## config.mk

```make
export PLATFORM = sky130hd
export DESIGN_NAME = mem_bus_arbiter_flat
export DESIGN_NICKNAME = d
export VERILOG_FILES = /design/src/rtl/mem_bus_arbiter_pkg.sv /design/src/rtl/mem_bus_arbiter_if.sv /design/src/rtl/mem_arb_pick.sv /design/src/rtl/mem_bus_arbiter.sv /design/src/flat_wrapper.sv
export SDC_FILE = /design/constraint.sdc
export NUM_CORES = 1
export LEC_CHECK = 0
export CORE_MARGIN = 10
export CORE_UTILIZATION = 36
export DETAILED_ROUTE_END_ITERATION = 8
export PLACE_DENSITY = 0.88
export SYNTH_ARGS = -nofsm -noshare
export SYNTH_HDL_FRONTEND = slang
export SYNTH_SLANG_ARGS = --single-unit
```

## constraint.sdc

```tcl
create_clock -name clk -period 1.6 [get_ports clk]
set_input_delay 0.32 -clock clk [delete_from_list [all_inputs] [get_ports clk]]
set_output_delay 0.32 -clock clk [all_outputs]
set_load 0.05 [all_outputs]
```

## src/rtl/mem_bus_arbiter_pkg.sv

```systemverilog
// Shared definitions for the IF/MEM bus arbiter: FSM state encoding,
// grant encoding and the pipeline stall request levels.
package mem_bus_arbiter_pkg;

  typedef enum logic [1:0] {
    ST_IDLE = 2'd0,
    ST_ADDR = 2'd1,
    ST_DATA = 2'd2,
    ST_RESP = 2'd3
  } arb_state_t;

  typedef enum logic {
    GNT_IF  = 1'b0,
    GNT_MEM = 1'b1
  } grant_t;

  // Stall request levels as seen by the pipeline controller.
  localparam logic Stop   = 1'b1;
  localparam logic NoStop = 1'b0;

  // The port that was not granted.
  function automatic grant_t other_port(input grant_t g);
    return (g == GNT_IF) ? GNT_MEM : GNT_IF;
  endfunction

endpackage

```

## src/rtl/mem_bus_arbiter_if.sv

```systemverilog
// Shared SRAM-like bus: address phase (bus_req/bus_addr_ok) followed by a
// data phase (bus_data_ok/bus_rdata). master = arbiter, slave = memory.
interface mem_bus_arbiter_if #(
  parameter int ADDR_W = 32,
  parameter int DATA_W = 32
);

  logic                  bus_req;
  logic                  bus_wr;
  logic [DATA_W/8-1:0]   bus_wstrb;
  logic [ADDR_W-1:0]     bus_addr;
  logic [DATA_W-1:0]     bus_wdata;
  logic                  bus_addr_ok;
  logic                  bus_data_ok;
  logic [DATA_W-1:0]     bus_rdata;

  modport master (
    output bus_req, bus_wr, bus_wstrb, bus_addr, bus_wdata,
    input  bus_addr_ok, bus_data_ok, bus_rdata
  );

  modport slave (
    input  bus_req, bus_wr, bus_wstrb, bus_addr, bus_wdata,
    output bus_addr_ok, bus_data_ok, bus_rdata
  );

endinterface

```

## src/rtl/mem_arb_pick.sv

```systemverilog
// Combinational winner select between the IF and MEM requesters.
// MEM_ARB_RR_EN defined: on a collision the port not granted last wins.
// MEM_ARB_RR_EN undefined: MEM always wins; no last-grant input exists.
module mem_arb_pick
  import mem_bus_arbiter_pkg::*;
(
  input  logic   inst_req,
  input  logic   data_req,
`ifdef MEM_ARB_RR_EN
  input  grant_t last_grant,
`endif
  output logic   req_any,
  output grant_t winner
);

  // Winner select; a lone requester always wins.
  always_comb begin
    req_any = inst_req | data_req;
`ifdef MEM_ARB_RR_EN
    if (inst_req && data_req) begin
      winner = other_port(last_grant);
    end else if (data_req) begin
      winner = GNT_MEM;
    end else begin
      winner = GNT_IF;
    end
`else
    winner = data_req ? GNT_MEM : GNT_IF;
`endif
  end

endmodule

```

## src/rtl/mem_bus_arbiter.sv

```systemverilog
// IF/MEM arbiter onto one shared bus with a single outstanding transaction.
// Responses are registered back to the granted requester as a one-cycle ok.
// Build option: MEM_ARB_RR_EN selects round-robin instead of MEM priority.
module mem_bus_arbiter
  import mem_bus_arbiter_pkg::*;
#(
  parameter int ADDR_W = 32,
  parameter int DATA_W = 32
) (
  input  logic                clk,
  input  logic                rst,
  input  logic                inst_req,
  input  logic [ADDR_W-1:0]   inst_addr,
  output logic                inst_ok,
  output logic [DATA_W-1:0]   inst_rdata,
  input  logic                data_req,
  input  logic                data_wr,
  input  logic [DATA_W/8-1:0] data_wstrb,
  input  logic [ADDR_W-1:0]   data_addr,
  input  logic [DATA_W-1:0]   data_wdata,
  output logic                data_ok,
  output logic [DATA_W-1:0]   data_rdata,
  mem_bus_arbiter_if.master   bus,
  output logic                stallreq_for_bus
);

  localparam int STRB_W = DATA_W / 8;

  arb_state_t          state_reg, state_next;
  grant_t              grant_reg, grant_next;
  logic                bus_req_reg, bus_req_next;
  logic                bus_wr_reg, bus_wr_next;
  logic [STRB_W-1:0]   bus_wstrb_reg, bus_wstrb_next;
  logic [ADDR_W-1:0]   bus_addr_reg, bus_addr_next;
  logic [DATA_W-1:0]   bus_wdata_reg, bus_wdata_next;
  logic                inst_ok_reg, inst_ok_next;
  logic                data_ok_reg, data_ok_next;
  logic [DATA_W-1:0]   inst_rdata_reg, inst_rdata_next;
  logic [DATA_W-1:0]   data_rdata_reg, data_rdata_next;

  logic                pick_any;
  grant_t              pick_grant;

  // grant_reg doubles as the last-grant pointer for round-robin.
  mem_arb_pick u_pick (
    .inst_req   (inst_req),
    .data_req   (data_req),
`ifdef MEM_ARB_RR_EN
    .last_grant (grant_reg),
`endif
    .req_any    (pick_any),
    .winner     (pick_grant)
  );

  assign bus.bus_req   = bus_req_reg;
  assign bus.bus_wr    = bus_wr_reg;
  assign bus.bus_wstrb = bus_wstrb_reg;
  assign bus.bus_addr  = bus_addr_reg;
  assign bus.bus_wdata = bus_wdata_reg;
  assign inst_ok       = inst_ok_reg;
  assign data_ok       = data_ok_reg;
  assign inst_rdata    = inst_rdata_reg;
  assign data_rdata    = data_rdata_reg;

  // State and registered outputs; reset drops any in-flight transaction.
  always_ff @(posedge clk) begin
    if (rst) begin
      state_reg      <= ST_IDLE;
      grant_reg      <= GNT_IF;
      bus_req_reg    <= 1'b0;
      bus_wr_reg     <= 1'b0;
      bus_wstrb_reg  <= '0;
      bus_addr_reg   <= '0;
      bus_wdata_reg  <= '0;
      inst_ok_reg    <= 1'b0;
      data_ok_reg    <= 1'b0;
      inst_rdata_reg <= '0;
      data_rdata_reg <= '0;
    end else begin
      state_reg      <= state_next;
      grant_reg      <= grant_next;
      bus_req_reg    <= bus_req_next;
      bus_wr_reg     <= bus_wr_next;
      bus_wstrb_reg  <= bus_wstrb_next;
      bus_addr_reg   <= bus_addr_next;
      bus_wdata_reg  <= bus_wdata_next;
      inst_ok_reg    <= inst_ok_next;
      data_ok_reg    <= data_ok_next;
      inst_rdata_reg <= inst_rdata_next;
      data_rdata_reg <= data_rdata_next;
    end
  end

  // Next-state and next-output logic; ok pulses are set only on entry to RESP.
  always_comb begin
    state_next      = state_reg;
    grant_next      = grant_reg;
    bus_req_next    = bus_req_reg;
    bus_wr_next     = bus_wr_reg;
    bus_wstrb_next  = bus_wstrb_reg;
    bus_addr_next   = bus_addr_reg;
    bus_wdata_next  = bus_wdata_reg;
    inst_ok_next    = 1'b0;
    data_ok_next    = 1'b0;
    inst_rdata_next = inst_rdata_reg;
    data_rdata_next = data_rdata_reg;

    unique case (state_reg)
      ST_IDLE: begin
        if (pick_any) begin
          state_next   = ST_ADDR;
          grant_next   = pick_grant;
          bus_req_next = 1'b1;
          if (pick_grant == GNT_MEM) begin
            // Reads carry no strobes or write data onto the bus.
            bus_wr_next    = data_wr;
            bus_wstrb_next = data_wr ? data_wstrb : '0;
            bus_addr_next  = data_addr;
            bus_wdata_next = data_wr ? data_wdata : '0;
          end else begin
            bus_wr_next    = 1'b0;
            bus_wstrb_next = '0;
            bus_addr_next  = inst_addr;
            bus_wdata_next = '0;
          end
        end
      end

      ST_ADDR: begin
        if (bus.bus_addr_ok) begin
          bus_req_next = 1'b0;
          if (bus.bus_data_ok) begin
            // Slave finished in the address cycle: skip DATA.
            state_next = ST_RESP;
            if (grant_reg == GNT_MEM) begin
              data_ok_next    = 1'b1;
              data_rdata_next = bus.bus_rdata;
            end else begin
              inst_ok_next    = 1'b1;
              inst_rdata_next = bus.bus_rdata;
            end
          end else begin
            state_next = ST_DATA;
          end
        end
      end

      ST_DATA: begin
        if (bus.bus_data_ok) begin
          state_next = ST_RESP;
          if (grant_reg == GNT_MEM) begin
            data_ok_next    = 1'b1;
            data_rdata_next = bus.bus_rdata;
          end else begin
            inst_ok_next    = 1'b1;
            inst_rdata_next = bus.bus_rdata;
          end
        end
      end

      ST_RESP: begin
        state_next = ST_IDLE;
      end

      default: begin
        state_next = ST_IDLE;
      end
    endcase
  end

  // Stall while a request is pending or a transaction is in flight; in RESP
  // only the other port's request keeps the pipeline frozen.
  always_comb begin
    stallreq_for_bus = NoStop;
    unique case (state_reg)
      ST_IDLE: stallreq_for_bus = (inst_req | data_req) ? Stop : NoStop;
      ST_ADDR: stallreq_for_bus = Stop;
      ST_DATA: stallreq_for_bus = Stop;
      ST_RESP: begin
        if (grant_reg == GNT_IF) begin
          stallreq_for_bus = data_req ? Stop : NoStop;
        end else begin
          stallreq_for_bus = inst_req ? Stop : NoStop;
        end
      end
      default: stallreq_for_bus = NoStop;
    endcase
  end

endmodule
```

## src/flat_wrapper.sv

```systemverilog
// flat-port wrapper written by rule: the top's interface ports become plain ports
module mem_bus_arbiter_flat import mem_bus_arbiter_pkg::*;
#(
  parameter int ADDR_W = 32,
  parameter int DATA_W = 32
)
  (clk, rst, inst_req, inst_addr, inst_ok, inst_rdata, data_req, data_wr, data_wstrb, data_addr, data_wdata, data_ok, data_rdata, stallreq_for_bus, bus_bus_req, bus_bus_wr, bus_bus_wstrb, bus_bus_addr, bus_bus_wdata, bus_bus_addr_ok, bus_bus_data_ok, bus_bus_rdata);
  mem_bus_arbiter_if #(.ADDR_W(ADDR_W), .DATA_W(DATA_W)) bus_i ();
  input  logic clk;
  input  logic rst;
  input  logic inst_req;
  input  logic [ADDR_W-1:0] inst_addr;
  output logic inst_ok;
  output logic [DATA_W-1:0] inst_rdata;
  input  logic data_req;
  input  logic data_wr;
  input  logic [DATA_W/8-1:0] data_wstrb;
  input  logic [ADDR_W-1:0] data_addr;
  input  logic [DATA_W-1:0] data_wdata;
  output logic data_ok;
  output logic [DATA_W-1:0] data_rdata;
  output logic stallreq_for_bus;
  output wire logic [$bits(bus_i.bus_req)-1:0] bus_bus_req;
  output wire logic [$bits(bus_i.bus_wr)-1:0] bus_bus_wr;
  output wire logic [$bits(bus_i.bus_wstrb)-1:0] bus_bus_wstrb;
  output wire logic [$bits(bus_i.bus_addr)-1:0] bus_bus_addr;
  output wire logic [$bits(bus_i.bus_wdata)-1:0] bus_bus_wdata;
  input wire logic [$bits(bus_i.bus_addr_ok)-1:0] bus_bus_addr_ok;
  input wire logic [$bits(bus_i.bus_data_ok)-1:0] bus_bus_data_ok;
  input wire logic [$bits(bus_i.bus_rdata)-1:0] bus_bus_rdata;
  assign bus_bus_req = bus_i.bus_req;
  assign bus_bus_wr = bus_i.bus_wr;
  assign bus_bus_wstrb = bus_i.bus_wstrb;
  assign bus_bus_addr = bus_i.bus_addr;
  assign bus_bus_wdata = bus_i.bus_wdata;
  assign bus_i.bus_addr_ok = bus_bus_addr_ok;
  assign bus_i.bus_data_ok = bus_bus_data_ok;
  assign bus_i.bus_rdata = bus_bus_rdata;
  mem_bus_arbiter #(.ADDR_W(ADDR_W), .DATA_W(DATA_W)) u_core (.clk(clk), .rst(rst), .inst_req(inst_req), .inst_addr(inst_addr), .inst_ok(inst_ok), .inst_rdata(inst_rdata), .data_req(data_req), .data_wr(data_wr), .data_wstrb(data_wstrb), .data_addr(data_addr), .data_wdata(data_wdata), .data_ok(data_ok), .data_rdata(data_rdata), .bus(bus_i), .stallreq_for_bus(stallreq_for_bus));
endmodule
```

==> results.py <==
metrics = {
    "timing": {
        "grt_setup_unrepaired": "yes",
        "max_slew_margin_pct": 67.1,
        "worstMarginPinSlew_ns": 0.494,
        "hold_viol": 0,
        "finalClockSkew_ns": 0.00603,
        "setup_viol": 1,
        "period_share_pct": 121,
        "hold_slack_ns": 0.291,
        "timing.fmax_ghz": 0.517,
        "setup_ws_ns": -0.333,
        "finalMaxSlewViolations": 0,
        "post-route-min-period_ns": 1.93,
    },
    "yosys": {
        "ys_types": 35,
        "synth_nets": 750,
        "synthSimpleGateAreaFrac_pct": 12.9,
        "synth-adder-area-share_pct": 1.14,
        "netlist.area_leader.share_pct": 50.9,
        "syn-cell-area_sq_um": 5470,
        "synth.avg_cell_area_sq_um": 9.02,
        "synth_mux_area_share_pct": 6.25,
        "synth_area_leaders": "dfxtp_1 51%, a21oi_1 6.2%, mux2i_1 6.0%",
        "synth-compound-area-share_pct": 23.2,
        "synth-seq-area-share_pct": 50.9,
        "yosys_register_bits": 139,
        "synth_xor_area_share_pct": 0,
        "synth_cells": 606,
        "synth_top_family_by_area": "compound AO/OA/AOI/OAI gates",
        "yosys_warnings": 0,
        "synth_top_area_cell": "dfxtp_1",
    },
    "critical_path": {
        "path_class": "reg2out",
        "rr_startpoint": "u_core.state_reg[1]$_SDFFE_PP0P_",
        "worst-path-max-fanout": 2,
        "startpoint_type": "register",
        "critPathCaptureType": "output port",
        "cp.required_ns": 1.28,
        "reg2reg_slack_ns": 0,
        "crit_arrival_ns": 1.61,
        "rr_endpoint": "u_core.inst_rdata[20]$_SDFFE_PP0P_",
        "rr_worst_depth": 8,
    },
    "finish": {
        "area_delta_synth_final_pct": 67.2,
        "drive_above_1_share_pct": 26.7,
        "fin_nets": 1025,
        "fin_area_sq_um": 9140,
        "antennaDiodeCount": 0,
    },
    "cts": {
        "cts_buffers": 17,
        "clk_pin_slew_ns": 0.06,
        "clock_path_buffers": 2,
        "cts_sinks": 139,
        "cts_root_buffer": "clkbuf_16",
        "htreeDepth": 4,
        "postCtsHoldBufs": 0,
        "clock_latency_ns": 0.41,
        "cts_tree": "done",
    },
    "placed_design": {
        "place_congestion": 0.855,
        "place_area_sq_um": 8380,
        "dp_hpwl_mm": 15.2,
        "io_buffers": 275,
    },
    "route": {
        "drt_iter0_markers": 287,
        "vias": 5700,
        "wl_per_cell_um": 19.3,
        "routed_wl_mm": 20.8,
        "vias_per_cell": 5.29,
        "route.detailed.drc": 0,
        "ant_nets": 0,
        "dr.pass1.iters": 5,
    },
    "floorplanning": {
        "initial_core_util_pct": 37.2,
        "floorplan.core_area_sq_um": 14700,
        "io_pins": 276,
        "die_y_um": 143,
        "die_x_um": 143,
        "die_area_sq_um": 20500,
        "rows": 44,
    },
    "min_path": {
        "min_from": "data_req",
        "whs_endpoint": "u_core.grant_reg$_SDFFE_PP0P_",
        "hold_depth": 3,
        "hp-class": "in2reg",
    },
    "run": {
        "max-cap-violations": 0,
    },
    "pwr": {
        "p_comb_share_pct": 49.3,
        "sequentialPowerShare_pct": 27.0,
        "p_clk_share_pct": 23.7,
        "p_switching_mw": 6.94,
        "powerDensity_nw_per_um2": 1820,
        "swShare_pct": 41.8,
        "internal_power_mw": 9.67,
        "leakagePower_nw": 3.72,
        "max-vdd-ir-drop_mv": 1.11,
    },
    "outcome": {
        "violations": "setup timing",
        "status": "finished, violations left",
    },
    "grt": {
        "grt_max_degree": 39,
        "antenna_found_initial": 0,
        "grt_pass1_vias": 5603,
        "track_usage_pct": 18.9,
        "gr-total-overflow": 0,
        "grt_pass1_wl_mm": 31.0,
    },
}
-- Yosys cell counts (all sizes together) --
library cell,count
nand3,64
and2b,1
and3,2
mux2,1
a21oi,68
inv,3
mux2i,33
o21ai,66
nand4,1
a31oi,2
and2,2
nand2,3
or3b,1
buf,33
and3b,1
a2bb2oi,1
clkbuf,28
a211oi,33
o21a,1
dfxtp,139
nor4,2
a31o,1
a22oi,37
a311oi,2
nor2b,1
ha,5
nand2b,2
nor2,71
nand3b,1
or2,1
-- placed cells by master, fill, tap and decap left out, types with 2 or more instances in the layout --
master,count
buf_4,153
dfxtp_1,137
clkdlybuf4s50_1,136
nor2_1,70
nand3_1,64
a21oi_1,62
a22oi_1,37
o21ai_0,33
a211oi_1,33
mux2i_1,32
o21ai_1,32
buf_12,22
clkbuf_16,19
a21oi_2,6
clkbuf_8,4
clkinv_2,4
clkinv_4,4
nand2_1,3
buf_6,3
and3_1,2
nand2b_1,2
a31oi_1,2
a311oi_2,2
nor4_1,2
ha_4,2
ha_1,2
bufinv_16,2
dfxtp_2,2
-- worst max path at each step --
stage	start	to	slack (ns)
2_1_floorplan	u_core.state_reg[0]$_SDFFE_PP0P_	stallreq_for_bus	0.009
4_1_cts	u_core.state_reg[1]$_SDFFE_PP0P_	stallreq_for_bus	-0.36
5_1_grt	u_core.state_reg[0]$_SDFFE_PP0P_	stallreq_for_bus	-0.39
6_report	u_core.state_reg[1]$_SDFFE_PP0P_	stallreq_for_bus	-0.33
3_5_place_dp	inst_req	u_core.state_reg[0]$_SDFFE_PP0P_	-0.22
3_3_place_gp	inst_req	stallreq_for_bus	-0.20
-- kinds of logic after synthesis --
family | count (synthesis)
AO/OA/AOI/OAI | 211
AND/OR/NAND/NOR | 153
flip-flops | 139
buffers and inverters | 64
multiplexers | 34
adder cells (fa/ha/maj) | 5
-- metal layers --
metal / vias up / wire length (um) / track usage (%)
li1: 2752 / - / -
met1: 2663 / 7820 / 20.8
met2: 260 / 10100 / 31.8
met3: 25 / 2600 / 9.72
met4: 0 / 284 / 4.51
met5: - / 0 / 0
-- power groups by stage --
stage	sequential, mW	combinational [mW]	clock, mW
after global placement	4.51	7.58	0
after global routing	4.56	8.63	4.18
after floorplan	6.68	2.69	0
final	4.48	8.19	3.93
after CTS	4.48	7.75	4.00
after detailed placement	4.55	7.65	0
-- critical path, cell delays in order (launching register included) --
cell and delay, ns:
dfxtp_2 0.35, inv_4 0.04, ha_4 0.26, nor2_2 0.05, a21oi_2 0.17, a2bb2oi_4 0.18, buf_12 0.15
-- per-stage QoR --
step | std cells | setup slack [ns] | power, mW | TNS, ns | utilization (%)
final | 1078 | -0.333 | 16.6 | -0.333 | 62.2
after global routing | 1078 | -0.393 | 17.4 | -0.944 | 62.2
after CTS | 1073 | -0.365 | 16.2 | -0.365 | 61.2
after detailed placement | 1039 | -0.219 | 12.2 | -11.63 | 57.0
after global placement | 1039 | -0.200 | 12.1 | -8.73 | 57.0
after floorplan | 606 | 0.00905 | 9.37 | 0 | -
-- what timing repair did --
| item | 4_1_cts | 5_1_grt |
|---|---|---|
| gates cloned | 0 | 2 |
| gates resized for setup | 3 | 44 |
| setup buffers | 2 | 3 |
| hold endpoints to repair | 0 | 0 |
| setup endpoints to repair | 1 | 40 |
| pin swaps | 1 | 2 |
-- final cells by class --
cell class	instances	area, sq um
flip-flops and latches	139	2790
fillers	1216	5560
repair buffers	317	3040
multi-input cells	403	2470
well taps	184	230
clock buffers	22	484
clock inverters	10	115
inverters	3	13.8
Power figures use the tool's default switching activity.
